**src/rtl/uart_pkg.sv**
```systemverilog
// Shared definitions for the buffered UART transmitter: FSM state encoding
// and parity mode constants.
package uart_pkg;

  typedef enum logic [2:0] {
    ST_IDLE,
    ST_START,
    ST_DATA,
    ST_PAR,
    ST_STOP
  } tx_state_e;

  localparam int unsigned PAR_NONE = 0;
  localparam int unsigned PAR_ODD  = 1;
  localparam int unsigned PAR_EVEN = 2;

endpackage

```
**src/rtl/sync_fifo.sv**
```systemverilog
// Synchronous single-clock FIFO. Pointers carry one extra wrap bit so that
// full and empty stay distinguishable when the address bits coincide.
module sync_fifo #(
  parameter int unsigned WIDTH = 8,
  parameter int unsigned DEPTH = 16
) (
  input  logic                     i_clk,
  input  logic                     i_reset,
  input  logic                     i_push,
  input  logic                     i_pop,
  input  logic [WIDTH-1:0]         i_wdata,
  output logic [WIDTH-1:0]         o_rdata,
  output logic [$clog2(DEPTH):0]   o_count,
  output logic                     o_full,
  output logic                     o_empty
);

  localparam int unsigned AW = $clog2(DEPTH);

  logic [AW:0]      r_wr_ptr;
  logic [AW:0]      r_rd_ptr;
  logic [WIDTH-1:0] r_mem [DEPTH];
  logic             w_push;
  logic             w_pop;

  assign w_push  = i_push & ~o_full;
  assign w_pop   = i_pop & ~o_empty;
  assign o_count = r_wr_ptr - r_rd_ptr;
  assign o_empty = (r_wr_ptr == r_rd_ptr);
  assign o_full  = (r_wr_ptr[AW] != r_rd_ptr[AW]) &&
                   (r_wr_ptr[AW-1:0] == r_rd_ptr[AW-1:0]);
  assign o_rdata = r_mem[r_rd_ptr[AW-1:0]];

  // Pointer update; reset discards all queued entries.
  always_ff @(posedge i_clk) begin
    if (i_reset) begin
      r_wr_ptr <= '0;
      r_rd_ptr <= '0;
    end else begin
      if (w_push) r_wr_ptr <= r_wr_ptr + 1'b1;
      if (w_pop)  r_rd_ptr <= r_rd_ptr + 1'b1;
    end
  end

  // Storage write; contents are don't-care until written.
  always_ff @(posedge i_clk) begin
    if (w_push) r_mem[r_wr_ptr[AW-1:0]] <= i_wdata;
  end

endmodule

```
**src/rtl/uart_tx_buffered.sv**
```systemverilog
// FIFO-buffered UART transmitter. Characters enter through a valid/ready
// handshake, are queued, and are serialised as start/data/parity/stop frames
// back to back. The serial output is registered, so tx follows the FSM state
// by one cycle; every bit still lasts exactly CLKS_PER_BIT cycles.
module uart_tx_buffered
  import uart_pkg::*;
#(
  parameter int unsigned CLKS_PER_BIT = 868,
  parameter int unsigned DATA_BITS    = 8,
  parameter int unsigned FIFO_DEPTH   = 16,
  parameter int unsigned PARITY       = PAR_NONE,
  parameter int unsigned STOP_BITS    = 1
) (
  input  logic                          clk,
  input  logic                          reset,
  input  logic [DATA_BITS-1:0]          in_data,
  input  logic                          in_valid,
  output logic                          in_ready,
  input  logic                          clr_overflow,
  output logic                          tx,
  output logic                          busy,
  output logic [$clog2(FIFO_DEPTH):0]   fifo_count,
  output logic                          overflow
);

  localparam int unsigned        BAUD_W    = $clog2(CLKS_PER_BIT);
  localparam logic [BAUD_W-1:0]  BAUD_LAST = BAUD_W'(CLKS_PER_BIT - 1);
  localparam logic [3:0]         DATA_LAST = 4'(DATA_BITS - 1);
  localparam logic [3:0]         STOP_LAST = 4'(STOP_BITS - 1);

  tx_state_e                     r_state;
  tx_state_e                     w_state_next;
  logic [BAUD_W-1:0]             r_baud;
  logic [3:0]                    r_bit_idx;
  logic [DATA_BITS-1:0]          r_shift;
  logic                          r_par;
  logic                          r_tx;
  logic                          r_overflow;
  logic                          w_tx_next;
  logic                          w_pop;
  logic                          w_push;
  logic                          w_bit_end;
  logic                          w_fifo_full;
  logic                          w_fifo_empty;
  logic [DATA_BITS-1:0]          w_fifo_rdata;
  logic [$clog2(FIFO_DEPTH):0]   w_fifo_count;

  assign in_ready   = ~w_fifo_full & ~reset;
  assign w_push     = in_valid & in_ready;
  assign w_bit_end  = (r_baud == BAUD_LAST);
  assign tx         = r_tx;
  assign busy       = (r_state != ST_IDLE) | (w_fifo_count != '0);
  assign fifo_count = w_fifo_count;
  assign overflow   = r_overflow;

  sync_fifo #(
    .WIDTH (DATA_BITS),
    .DEPTH (FIFO_DEPTH)
  ) u_fifo (
    .i_clk   (clk),
    .i_reset (reset),
    .i_push  (w_push),
    .i_pop   (w_pop),
    .i_wdata (in_data),
    .o_rdata (w_fifo_rdata),
    .o_count (w_fifo_count),
    .o_full  (w_fifo_full),
    .o_empty (w_fifo_empty)
  );

  // Next-state, pop request and next serial bit from the current state.
  always_comb begin
    w_state_next = r_state;
    w_pop        = 1'b0;
    w_tx_next    = 1'b1;
    case (r_state)
      ST_IDLE: begin
        if (!w_fifo_empty) begin
          w_pop        = 1'b1;
          w_state_next = ST_START;
        end
      end
      ST_START: begin
        w_tx_next = 1'b0;
        if (w_bit_end) w_state_next = ST_DATA;
      end
      ST_DATA: begin
        w_tx_next = r_shift[0];
        if (w_bit_end && (r_bit_idx == DATA_LAST))
          w_state_next = (PARITY != PAR_NONE) ? ST_PAR : ST_STOP;
      end
      ST_PAR: begin
        w_tx_next = r_par;
        if (w_bit_end) w_state_next = ST_STOP;
      end
      ST_STOP: begin
        w_tx_next = 1'b1;
        if (w_bit_end && (r_bit_idx == STOP_LAST)) begin
          if (!w_fifo_empty) begin
            w_pop        = 1'b1;
            w_state_next = ST_START;
          end else begin
            w_state_next = ST_IDLE;
          end
        end
      end
      default: w_state_next = ST_IDLE;
    endcase
  end

  // State register, baud/bit counters, shift register and registered tx.
  always_ff @(posedge clk) begin
    if (reset) begin
      r_state   <= ST_IDLE;
      r_baud    <= '0;
      r_bit_idx <= '0;
      r_shift   <= '0;
      r_par     <= 1'b0;
      r_tx      <= 1'b1;
    end else begin
      r_state <= w_state_next;
      r_tx    <= w_tx_next;
      if ((w_state_next != r_state) || w_bit_end)
        r_baud <= '0;
      else if (r_state != ST_IDLE)
        r_baud <= r_baud + 1'b1;
      if (w_state_next != r_state)
        r_bit_idx <= '0;
      else if (w_bit_end)
        r_bit_idx <= r_bit_idx + 1'b1;
      if (w_pop) begin
        r_shift <= w_fifo_rdata;
        r_par   <= (^w_fifo_rdata) ^ (PARITY == PAR_ODD);
      end else if ((r_state == ST_DATA) && w_bit_end) begin
        r_shift <= r_shift >> 1;
      end
    end
  end

  // Sticky overflow flag; a new overflow takes priority over a clear.
  always_ff @(posedge clk) begin
    if (reset)
      r_overflow <= 1'b0;
    else if (in_valid && w_fifo_full)
      r_overflow <= 1'b1;
    else if (clr_overflow)
      r_overflow <= 1'b0;
  end

endmodule

```
**config.mk**
```make
export PLATFORM = sky130hd
export DESIGN_NAME = uart_tx_buffered
export DESIGN_NICKNAME = d
export VERILOG_FILES = /design/src/rtl/uart_pkg.sv /design/src/rtl/sync_fifo.sv /design/src/rtl/uart_tx_buffered.sv
export SDC_FILE = /design/constraint.sdc
export NUM_CORES = 1
export LEC_CHECK = 0
export ABC_AREA = 1
export CORE_ASPECT_RATIO = 1.25
export CORE_MARGIN = 2
export CORE_UTILIZATION = 40
export DETAILED_ROUTE_END_ITERATION = 8
export GPL_ROUTABILITY_DRIVEN = 0
export PLACE_DENSITY_LB_ADDON = 0.05
export SYNTH_ARGS = -nofsm -noshare
export SYNTH_HDL_FRONTEND = slang
export SYNTH_HIERARCHICAL = 1
export SYNTH_SLANG_ARGS = --single-unit
export TNS_END_PERCENT = 100
```
**constraint.sdc**
```tcl
create_clock -name clk -period 4.3 [get_ports clk]
set_clock_uncertainty 0.05 [all_clocks]
set_input_delay 0.86 -clock clk [delete_from_list [all_inputs] [get_ports clk]]
set_output_delay 0.86 -clock clk [all_outputs]
set_load 0.05 [all_outputs]
```
* Word level (Yosys, flattened, before mapping)
Memories as Yosys holds them, arrays and structs flattened. A register that Yosys moved wholly into a read port is not among the register bits.
Index checks and enable logic that the tools add are counted.
** Storage, ports and cells
- Register bits :: 38
- Bits in latches :: 0
- Memory bits (writable) :: 128
- ROM bits :: 0
- Bits of input ports :: 12
- Output and inout bits :: 9
- Logic and storage cells :: 67
- Memories :: 1
** Cells by class
- $add $sub $neg :: 5
- $mul :: 0
- Divide/modulo/power cells :: 0
- Magnitude comparators :: 0
- Equality and inequality tests :: 10
- Shifts and indexed selects :: 0
- Mux-type cells :: 19
- Bitwise operators :: 8
- Reduce and logical (&&, ||, !) cells :: 15
** Memory list
- u_fifo.r_mem :: words 16, width 8, rd ports 1, clocked after Yosys merged registers in 1, write ports 1, line sync_fifo.sv:22 : logic [WIDTH-1:0] r_mem [DEPTH];
** Operator list (count)
- $mux 8 :: 2
- $mux 3 :: 5
- $pmux 3 s5 :: 1
- $add 10x1->10 const B :: 1
- $add 5x1->5 const B :: 2
- $eq 10x10->1 const B :: 1
- $mux 4 :: 2
- $reduce_xor 8->1 :: 1
- $mux 1 :: 7
- $eq 3x2->1 const B :: 2
- $eq 5x5->1 :: 1
- $logic_and 1x1->1 :: 5
- $reduce_bool 5->1 :: 1
- $sub 5x5->5 :: 1
- $add 4x1->4 const B :: 1
- $and 1x1->1 :: 4
- $eq 4x3->1 const B :: 1
- $eq 4x4->1 :: 1
- $logic_not 4->1 :: 1
- $reduce_bool 2->1 :: 2
- $reduce_or 2->1 :: 2
- $eq 3x1->1 const B :: 1
- $eq 3x3->1 const B :: 1
- $logic_not 3->1 :: 1
- 8 further kinds :: 10

* Logic depth before layout (Yosys ltp)
Gate-level depths: netlist (run 1).
- Depth after elaboration :: 8
- Depth in mapped cells :: 15
- Depth with buffers taken out :: 13

* Modules after synthesis
The synthesis (run 1) kept the hierarchy.
** By module, submodules not included
- sync_fifo :: instances 1, cells an instance 658, area each 6477.5 um2, sequential area each 4124.0 um2
- uart_tx_buffered :: instances 1, cells an instance 196, area each 1521.5 um2, sequential area each 560.5 um2

* Worst setup path after synthesis (run 1)
Ideal clock, no wire load.
- Path kind :: register to output
- Start :: register u_fifo.r_wr_ptr[0]
- End :: output busy
- Arrival time :: 2.420 ns
- Required time :: 3.390 ns
- Slack :: 0.970 ns
- Stages on the path, launching flop included :: 10
- Path buffers :: 0
- Path through :: dfxtp_1 -> inv_1 -> ha_1 -> inv_1 -> fa_1 -> nand3_1 -> nand2_1 -> xor2_1 -> nor2_1 -> nand2_1
** On the way
- Cells in the longest elaborated chain, start to end :: 3
** Ends and longest elaborated chain
- start, declared :: line sync_fifo.sv:20 : logic [AW:0] r_wr_ptr;
- start signal, assigned :: line sync_fifo.sv:40 : if (w_push) r_wr_ptr <= r_wr_ptr + 1'b1;
- $sub 5x5->5 :: line sync_fifo.sv:28 : assign o_count = r_wr_ptr - r_rd_ptr;
- via fifo_count[4] :: line uart_tx_buffered.sv:22 : output logic [$clog2(FIFO_DEPTH):0] fifo_count,
- $reduce_bool 5->1 :: line uart_tx_buffered.sv:52 : assign busy = (r_state != ST_IDLE) | (w_fifo_count != '0);
- $or 1x1->1 :: line uart_tx_buffered.sv:52
- end, declared :: line uart_tx_buffered.sv:21 : output logic busy,
The timed path passes the listed nets, and every way through them passes these cells.

* Final worst setup path (run 1)
- Start :: register u_fifo.r_wr_ptr[0]
- End :: output busy
** On the way
- Cells in the longest elaborated chain, start to end :: 3
** Ends and longest elaborated chain (line)
- $sub 5x5->5 :: sync_fifo.sv:28
- $reduce_bool 5->1 :: uart_tx_buffered.sv:52
- $or 1x1->1 :: uart_tx_buffered.sv:52
Every way passes these cells.

==> results of run 1 <==
layout make-up:
| type | count | area share, % |
|---|---|---|
| timing repair buffer | 29 | 2.97 |
| inverter | 143 | 6.04 |
| multi-input combinational | 511 | 29.0 |
| clock buffer | 18 | 4.76 |
| clock inverter | 14 | 1.54 |
| tap | 265 | 3.68 |
| sequential | 170 | 52.0 |
routing by layer:
| layer | routed length [µm] | part of all wire (%) | vias up | track usage [%] |
|---|---|---|---|---|
| met4 | 408 | 2.2 | 0 | 7.16 |
| li1 | - | - | 2781 | - |
| met3 | 788 | 4.3 | 22 | 3.26 |
| met1 | 7680 | 42 | 2644 | 23.0 |
| met5 | 0 | 0 | - | 0 |
| met2 | 9330 | 51 | 121 | 31.4 |
critical path, stage by stage (launching register included):
cell,delay (ps)
dfxtp_1,360
inv_1,140
ha_1,160
inv_1,60
fa_1,400
nand3_1,100
nand2_1,70
xor2_1,160
nor2_1,60
nand2_1,60
clkdlybuf4s50_1,790
kinds of logic after synthesis:
| group | after synthesis | synth area share [%] |
|---|---|---|
| xor+xnor | 23 | 2.52 |
| buf+inv | 173 | 8.73 |
| simple gates | 438 | 25.3 |
| flops | 170 | 58.6 |
| fa+ha+maj | 13 | 2.13 |
| compound gates | 36 | 2.66 |
| mux | 1 | 0.125 |
sequential cells by signal (all words and copies together) (netlist names), named ones only:
signal	count
u_fifo/r_mem	128
r_state	3
tx	1
r_baud	10
u_fifo/r_rd_ptr	5
r_par	1
overflow	1
r_bit_idx	4
u_fifo/r_wr_ptr	5
r_shift	8
power by group through the flow:
stage / clock [mW] / combinational (mW) / sequential [mW]
after CTS: 1.51 / 1.49 / 1.87
after floorplan: 0 / 1.11 / 1.90
final: 1.47 / 1.48 / 1.88
after global placement: 0 / 1.47 / 1.91
after detailed placement: 0 / 1.49 / 1.91
after global routing: 1.58 / 1.64 / 1.89
placed cells by master (no fill, tap or decap), types with 3 or more instances in the layout:
cell             netlist  routed
nand2_2               10      10
xnor2_1                8       8
nor2_1                45      45
a31oi_1                3       3
clkinvlp_4             0       5
inv_1                136     136
nand2_1              224     224
nor2_4                 4       4
ha_1                  12      12
edfxtp_1             128     128
nand4_1               10      10
o21ai_0                4       4
clkdlybuf4s50_1        0      20
inv_6                  0       3
inv_8                  1       3
dfxtp_1               42      41
nor3_1                 3       3
clkbuf_16              0      17
nor2_2                10      10
inv_2                  5       5
nand3_1              116     116
o21ai_1                3       3
nand2_4                6       6
xor2_1                15      15
a21oi_1               18      18
a22oi_1                4       4
nand3_2                3       3
buf_4                  3       9
through the flow:
step,std cells,instance area [µm²]
floorplan,854,8000
finish,1150,9010
detailed placement,1118,8450
global placement,1118,8450
global route,1150,9010
CTS,1150,9010
how the worst min path moves through the flow:
stage	from	to	slack (ps)	cells after the start
2_1_floorplan	r_shift[0]	tx	380	2
3_3_place_gp	overflow	overflow	400	2
3_5_place_dp	r_shift[6]	r_shift[6]	410	2
4_1_cts	r_shift[6]	r_shift[6]	420	2
5_1_grt	r_shift[6]	r_shift[6]	440	2
6_report	r_shift[6]	r_shift[6]	420	2
==> results.cfg, run 1 <==
[outcome]
status = completed

[critical_path]
launching_element_type_of_the_critical_path = register
crit_arrival_ps = 2790
cp.required_ps = 3390
worstSetupStartpoint = u_fifo/r_wr_ptr[0]
critical_path_peak_fanout = 6
worst_setup_path_endpoint = busy
worstSetupPathType = reg -> out
r2r_cells = 11
critical_path.reg2reg.endpoint = u_fifo/r_mem[8][5]
reg2reg_setup_slack_ps = 1410
critPathCaptureType = output pin
r2r-start = u_fifo/r_wr_ptr[2]

[finish]
multi_input_area_mm2 = 0.00262
finalCoreUtilization_pct = 46.1
area_growth_syn_to_layout_pct = 12.7
final_layout_size_suffix_gt1_share_pct = 9.83
area.sequential_mm2 = 0.00469
number_of_fill_cells = 1921
final_net_count = 897
antenna_cells = 0

[yosys]
synthesis.nets = 879
synth-edff-count = 128
synthFlopType = edfxtp_1
synth_seq_cells = 170
synth_top_cell_area_share_pct = 48.1
yosysMostFrequentCell = nand2_1
synthTopCellsByCount = nand2_1, inv_1, edfxtp_1
syn_area_mm2 = 0.00800
ys_top_cells_by_area = edfxtp_1, dfxtp_1, nand2_1
synth-seq-area-share_pct = 58.6
post_synth.cell_area_avg_um2 = 9.37
synth_async_reset_ratio_pct = 0
yosysWarningCount = 6
yosysUniqueCellTypes = 41
post_synth_inst_count = 854
netlist.top_cell.by_area = edfxtp_1

[clock_tree]
cts_buffers = 17
clock_tree_from_tritoncts = done
cts_htree_levels = 4
post_cts.resized_instances = 0
cts_max_path_buffers = 2
postCtsSetupBuffers = 0
clk-insertion-delay-late_ps = 430
cts_hold_buffers = 0
clkTransAtPathRegs_ps = 70
clock_tree.root_cell = clkbuf_16
numClockSinks = 170

[timing]
fmax_ghz = 0.270
grt_setup_unrepaired = false
worst_slew_pin_slew_ps = 1090
slew_violations = 0
setup-violations-final = 0
fin_crit_ps = 3700
post_layout_worst_setup_margin_ps = 602
hold_violations = 0
tns_ps = 0
final_min_period_over_clock_period_pct = 86.0
whs_ps = 418
slew-limit-headroom_pct = 27.4

[global_route]
antenna_found_initial = 0
grt_pass1_vias = 5448
grt_first_pass_wirelength_mm = 28.8
gr-usage-all-layers_pct = 18.4
grt_start_max_net_pins = 65
grt.overflow.total = 0

[route]
dr_total_vias = 5568
detailedRoute.firstPassIterationCount = 5
drt-vias-per-instance = 4.84
drc_viols = 0
wl_per_cell_um = 15.8
antenna_left = 0
drt_iter0_drc = 419
detail_route.wirelength_mm = 18.2

[floorplan]
initial_utilization_pct = 40.9
core_footprint_mm2 = 0.0195
die_h_um = 162
fp.dieArea_mm2 = 0.0212
fp.dieW_um = 130
placementRows = 57
top_level_ports = 21

[placed_design]
place_ws_ps = 1030
detailed_place_hpwl_mm = 12.2
buffer_ports.inserted = 20

[power]
power.internal_mw = 3.10
switching_power_mw = 1.72
total_leakage_power_nw = 3.68
total_power_mw = 4.82
power.combinational.fraction_pct = 30.6
clkPwrFrac_pct = 30.5
p_per_area_mw_per_mm2 = 535
seqPwrFrac_pct = 38.9
sw_frac_of_total_pct = 35.7
maximum_vdd_drop_mv = 0.295

[flow_run]
timing.max_cap.violations = 0

[hold_path]
worst_hold_path_type = reg -> reg
Power figures use the tool's default switching activity.
==> run 2, diff against run 1 <==
- CTS_BUF_LIST: unset -> sky130_fd_sc_hd__clkbuf_16
- RECOVER_POWER: unset -> 50
==> results.cfg, run 2 (same netlist as run 1, synthesis figures left out) <==
[power]
p_per_area_mw_per_mm2 = 536
maximum_vdd_drop_mv = 0.294
total_leakage_power_nw = 3.66
total_power_mw = 4.80

[timing]
slew_violations = 65
fmax_ghz = 0.264
worst_slew_pin_slew_ps = 1960
hold_violations = 0
setup-violations-final = 0
whs_ps = 420
final_min_period_over_clock_period_pct = 88.1
grt_setup_unrepaired = false
slew-limit-headroom_pct = -30.4
tns_ps = 0
fin_crit_ps = 3790

[floorplan]
initial_utilization_pct = 40.9
core_footprint_mm2 = 0.0195
die_h_um = 162
placementRows = 57
top_level_ports = 21
fp.dieW_um = 130
fp.dieArea_mm2 = 0.0212

[clock_tree]
postCtsSetupBuffers = 0
cts_htree_levels = 4
clkTransAtPathRegs_ps = 60
post_cts.resized_instances = 0
clock_tree_from_tritoncts = done
numClockSinks = 170
cts_hold_buffers = 0
clk-insertion-delay-late_ps = 430
cts_buffers = 17
cts_max_path_buffers = 2
clock_tree.root_cell = clkbuf_16

[route]
drt_iter0_drc = 393
detail_route.wirelength_mm = 18.2
detailedRoute.firstPassIterationCount = 4
wl_per_cell_um = 15.8
drc_viols = 0
antenna_left = 0
dr_total_vias = 5557
drt-vias-per-instance = 4.83

[critical_path]
cp.required_ps = 4300
launching_element_type_of_the_critical_path = input pin
critPathCaptureType = register
worstSetupPathType = in -> reg
critical_path_peak_fanout = 24
crit_arrival_ps = 3790

[global_route]
grt_pass1_vias = 5448
grt.overflow.total = 0
grt_first_pass_wirelength_mm = 28.8
grt_start_max_net_pins = 65
gr-usage-all-layers_pct = 18.4
antenna_found_initial = 0

[placed_design]
dp_cells = 1118
dpl-instance-area_mm2 = 0.00845
detailed_place_hpwl_mm = 12.2
buffer_ports.inserted = 20

[outcome]
status = finished with violations
violations = max-capacitance violations, max-slew violations

[finish]
antenna_cells = 0
largest_register_ffs = 128
post-route-cell-area_mm2 = 0.00896
finish.cell_count_without_fillers = 1150
final_net_count = 897
area_growth_syn_to_layout_pct = 12.0
final_layout_size_suffix_gt1_share_pct = 8.70
highest_count_cells_in_the_layout_ignoring_fill_and_taps = nand2_1, inv_1, edfxtp_1
final_common_cell = nand2_1

[hold_path]
worst_hold_path_type = reg -> reg

[flow_run]
timing.max_cap.violations = 1
-- run 2: final timing paths --
check | startpoint | end | slack, ps | depth (start not counted)
worst max-delay path | reset | u_fifo/r_mem[8][4] | 510 | 8
worst min-delay path | r_shift[6] | r_shift[6] | 420 | 2
worst max register to register | register | r_par | 870 | 11
worst min register to register | r_shift[6] | r_shift[6] | 420 | 2
-- run 2: stage by stage --
stage | utilization [%] | setup WS, ps
final | 45.8 | 510
after global placement | 43.2 | 1070
after CTS | 46.1 | 564
after floorplan | - | 970
after detailed placement | 43.2 | 1030
after global routing | 45.8 | 289
-- run 2: report_power, final --
group / total, mW / switching [mW] / internal, mW
combinational: 1.45 / 0.999 / 0.453
sequential: 1.87 / 0.0445 / 1.83
clock: 1.47 / 0.662 / 0.808
-- run 2: layout make-up --
type | instances | area, µm²
Timing Repair Buffer | 29 | 260
Tap cell | 265 | 332
Fill cell | 1930 | 10600
Inverter | 143 | 538
Multi-Input combinational cell | 511 | 2570
Clock buffer | 17 | 425
Clock inverter | 15 | 143
Sequential cell | 170 | 4680
-- run 2: routing by layer --
metal / up-vias / track usage (%) / part of all wire [%]
met1: 2654 / 23.0 / 43
met3: 24 / 3.26 / 3.4
met4: 0 / 7.16 / 2.4
li1: 2778 / - / -
met5: - / 0 / 0
met2: 101 / 31.4 / 51
-- run 2: worst max-delay path, cell delays in order --
cell	delay [ps]
dlygate4sd3_1	560
clkbuf_1	480
nor3b_1	330
clkbuf_1	200
nand2_1	280
clkinvlp_2	370
nand2_4	120
nor2_1	580
==> run 3, diff against run 2 <==
- ABC_AREA: 1 -> unset
- PLACE_DENSITY_LB_ADDON: 0.05 -> unset
==> results.cfg, run 3 <==
[yosys]
syn_area_mm2 = 0.00715
synthTopCellsByCount = edfxtp_1, nor2_1, dfxtp_1
netlist.top_cell.by_area = edfxtp_1
yosysMostFrequentCell = edfxtp_1
synthesis.nets = 498
synthFlopType = edfxtp_1
synth_async_reset_ratio_pct = 0
post_synth.cell_area_avg_um2 = 15.1
synth-edff-count = 128
yosysWarningCount = 6
synth-seq-area-share_pct = 65.5
post_synth_inst_count = 473
synth_seq_cells = 170
ys_top_cells_by_area = edfxtp_1, dfxtp_1, mux4_2
yosysUniqueCellTypes = 55
synth_top_cell_area_share_pct = 53.7

[route]
detail_route.wirelength_mm = 14.2
detailedRoute.firstPassIterationCount = 5
drt_iter0_drc = 335
drc_viols = 0
wl_per_cell_um = 19.2
dr_total_vias = 3976
antenna_left = 0
drt-vias-per-instance = 5.39

[finish]
antenna_cells = 0
post-route-cell-area_mm2 = 0.00812
area_growth_syn_to_layout_pct = 13.6
final_layout_size_suffix_gt1_share_pct = 16.5
final_common_cell = edfxtp_1
highest_count_cells_in_the_layout_ignoring_fill_and_taps = edfxtp_1, nor2_1, dfxtp_1
final_net_count = 526
largest_register_ffs = 128
finish.cell_count_without_fillers = 738

[hold_path]
worst_hold_path_type = reg -> reg

[clock_tree]
cts_htree_levels = 4
cts_max_path_buffers = 2
post_cts.resized_instances = 0
cts_buffers = 17
postCtsSetupBuffers = 0
cts_hold_buffers = 0
clk-insertion-delay-late_ps = 420
clock_tree_from_tritoncts = done
clock_tree.root_cell = clkbuf_16
clkTransAtPathRegs_ps = 60
numClockSinks = 170

[global_route]
grt_first_pass_wirelength_mm = 22.6
grt_start_max_net_pins = 33
grt_pass1_vias = 4044
grt.overflow.total = 0
antenna_found_initial = 0
gr-usage-all-layers_pct = 16.1

[floorplan]
top_level_ports = 21
fp.dieW_um = 124
core_footprint_mm2 = 0.0175
fp.dieArea_mm2 = 0.0190
placementRows = 54
die_h_um = 154
initial_utilization_pct = 40.9

[timing]
grt_setup_unrepaired = false
slew_violations = 0
worst_slew_pin_slew_ps = 1400
fmax_ghz = 0.256
tns_ps = 0
slew-limit-headroom_pct = 6.78
final_min_period_over_clock_period_pct = 90.9
setup-violations-final = 0
hold_violations = 0
fin_crit_ps = 3910

[critical_path]
critical_path.slowest_cell = clkdlybuf4s50_1
cpMostUsedCell = inv_1
crit_arrival_ps = 3000
worst_setup_path_endpoint = busy
reg2reg_setup_slack_ps = 960
timing.critical_path.slowest_cell_delay_ps = 800
critPathCaptureType = output pin
launching_element_type_of_the_critical_path = register
r2r-start = u_fifo/r_wr_ptr[3]
worstSetupPathType = reg -> out
cp.required_ps = 3390
worstSetupStartpoint = u_fifo/r_wr_ptr[0]
critical_path.cell_chain = inv_1 > ha_1 > inv_1 > fa_1 > a21o_1 > a21oi_1 > xnor2_1 > nor2_1 > nand3_1 > clkdlybuf4s50_1
r2r_cells = 9
critical_path.reg2reg.endpoint = u_fifo/r_mem[7][7]
critical_path_peak_fanout = 4

[placed_design]
detailed_place_hpwl_mm = 9.62
dp_cells = 706
buffer_ports.inserted = 20
dpl-instance-area_mm2 = 0.00759

[flow_run]
timing.max_cap.violations = 0

[power]
total_leakage_power_nw = 2.58
p_per_area_mw_per_mm2 = 441
maximum_vdd_drop_mv = 0.316

[outcome]
status = completed
-- run 3: changes by cell type in the layout (fill, tap and decap cells not counted), moves of 5 or more --
cell	delta
mux4_2	+32
nand3_1	-102
nand2_2	-10
nand2_1	-197
or3_1	+7
xnor2_1	+10
nor2_2	-10
inv_1	-125
nand4_1	-5
a22oi_1	+17
-- run 3: layout make-up --
class	instances	area, µm²
Clock inverter	15	125
Sequential cell	170	4680
Multi-Input combinational cell	269	2280
Fill cell	1507	9380
Tap cell	224	280
Clock buffer	17	425
Timing Repair Buffer	30	284
Inverter	13	48.8
-- run 3: through the flow --
| step | setup slack [ps] | hold slack (ps) | power (mW) | utilization, % |
|---|---|---|---|---|
| 2_1_floorplan | 765 | 398 | 2.11 | - |
| 3_3_place_gp | 883 | 404 | 2.20 | 43.4 |
| 3_5_place_dp | 827 | 411 | 2.21 | 43.4 |
| 4_1_cts | 361 | 421 | 3.63 | 46.5 |
| 5_1_grt | 248 | 444 | 3.72 | 46.4 |
| 6_report | 392 | 418 | 3.59 | 46.4 |
-- run 3: critical path, delay by kind of cell (launching register included) --
kind,cells,cell delay [ps]
buffers and inverters,3,1000
AND/OR/NAND/NOR,2,140
AO/OA/AOI/OAI,2,370
adder cells (fa/ha/maj),2,550
XOR/XNOR,1,170
flip-flops,1,340
-- run 3: kinds of logic (layout without fill, tap and decap cells) --
| kind of cell | count (synthesis) | count (layout) | synth area share, % |
|---|---|---|---|
| AND/OR/NAND/NOR | 132 | 132 | 9.06 |
| flip-flops | 170 | 170 | 65.5 |
| XOR/XNOR | 30 | 30 | 3.78 |
| adder cells (fa/ha/maj) | 13 | 13 | 2.38 |
| AO/OA/AOI/OAI | 61 | 61 | 6.60 |
| buffers and inverters | 34 | 75 | 2.47 |
| multiplexers | 33 | 33 | 10.2 |
-- run 3: how the worst min path moves through the flow --
| stage | slack, ps | cells after the start | endpoint | from |
|---|---|---|---|---|
| after floorplan | 400 | 2 | r_shift[2] | r_shift[2] |
| after global placement | 400 | 2 | r_shift[2] | r_shift[2] |
| after detailed placement | 410 | 2 | r_shift[2] | r_shift[2] |
| after CTS | 420 | 2 | r_shift[2] | r_shift[2] |
| after global routing | 440 | 2 | r_shift[2] | r_shift[2] |
| final | 420 | 2 | r_shift[2] | r_shift[2] |
-- run 3: per-layer routing --
metal	wire length [µm]	GRT usage, %
met1	6090	20.4
met2	7320	27.1
met3	557	3.86
met4	199	5.36
met5	0	0
-- run 3: report_power, final --
part	switching (mW)	internal (mW)
clock network	0.626	0.796
registers	0.0315	1.79
logic	0.195	0.145
total	0.853	2.73
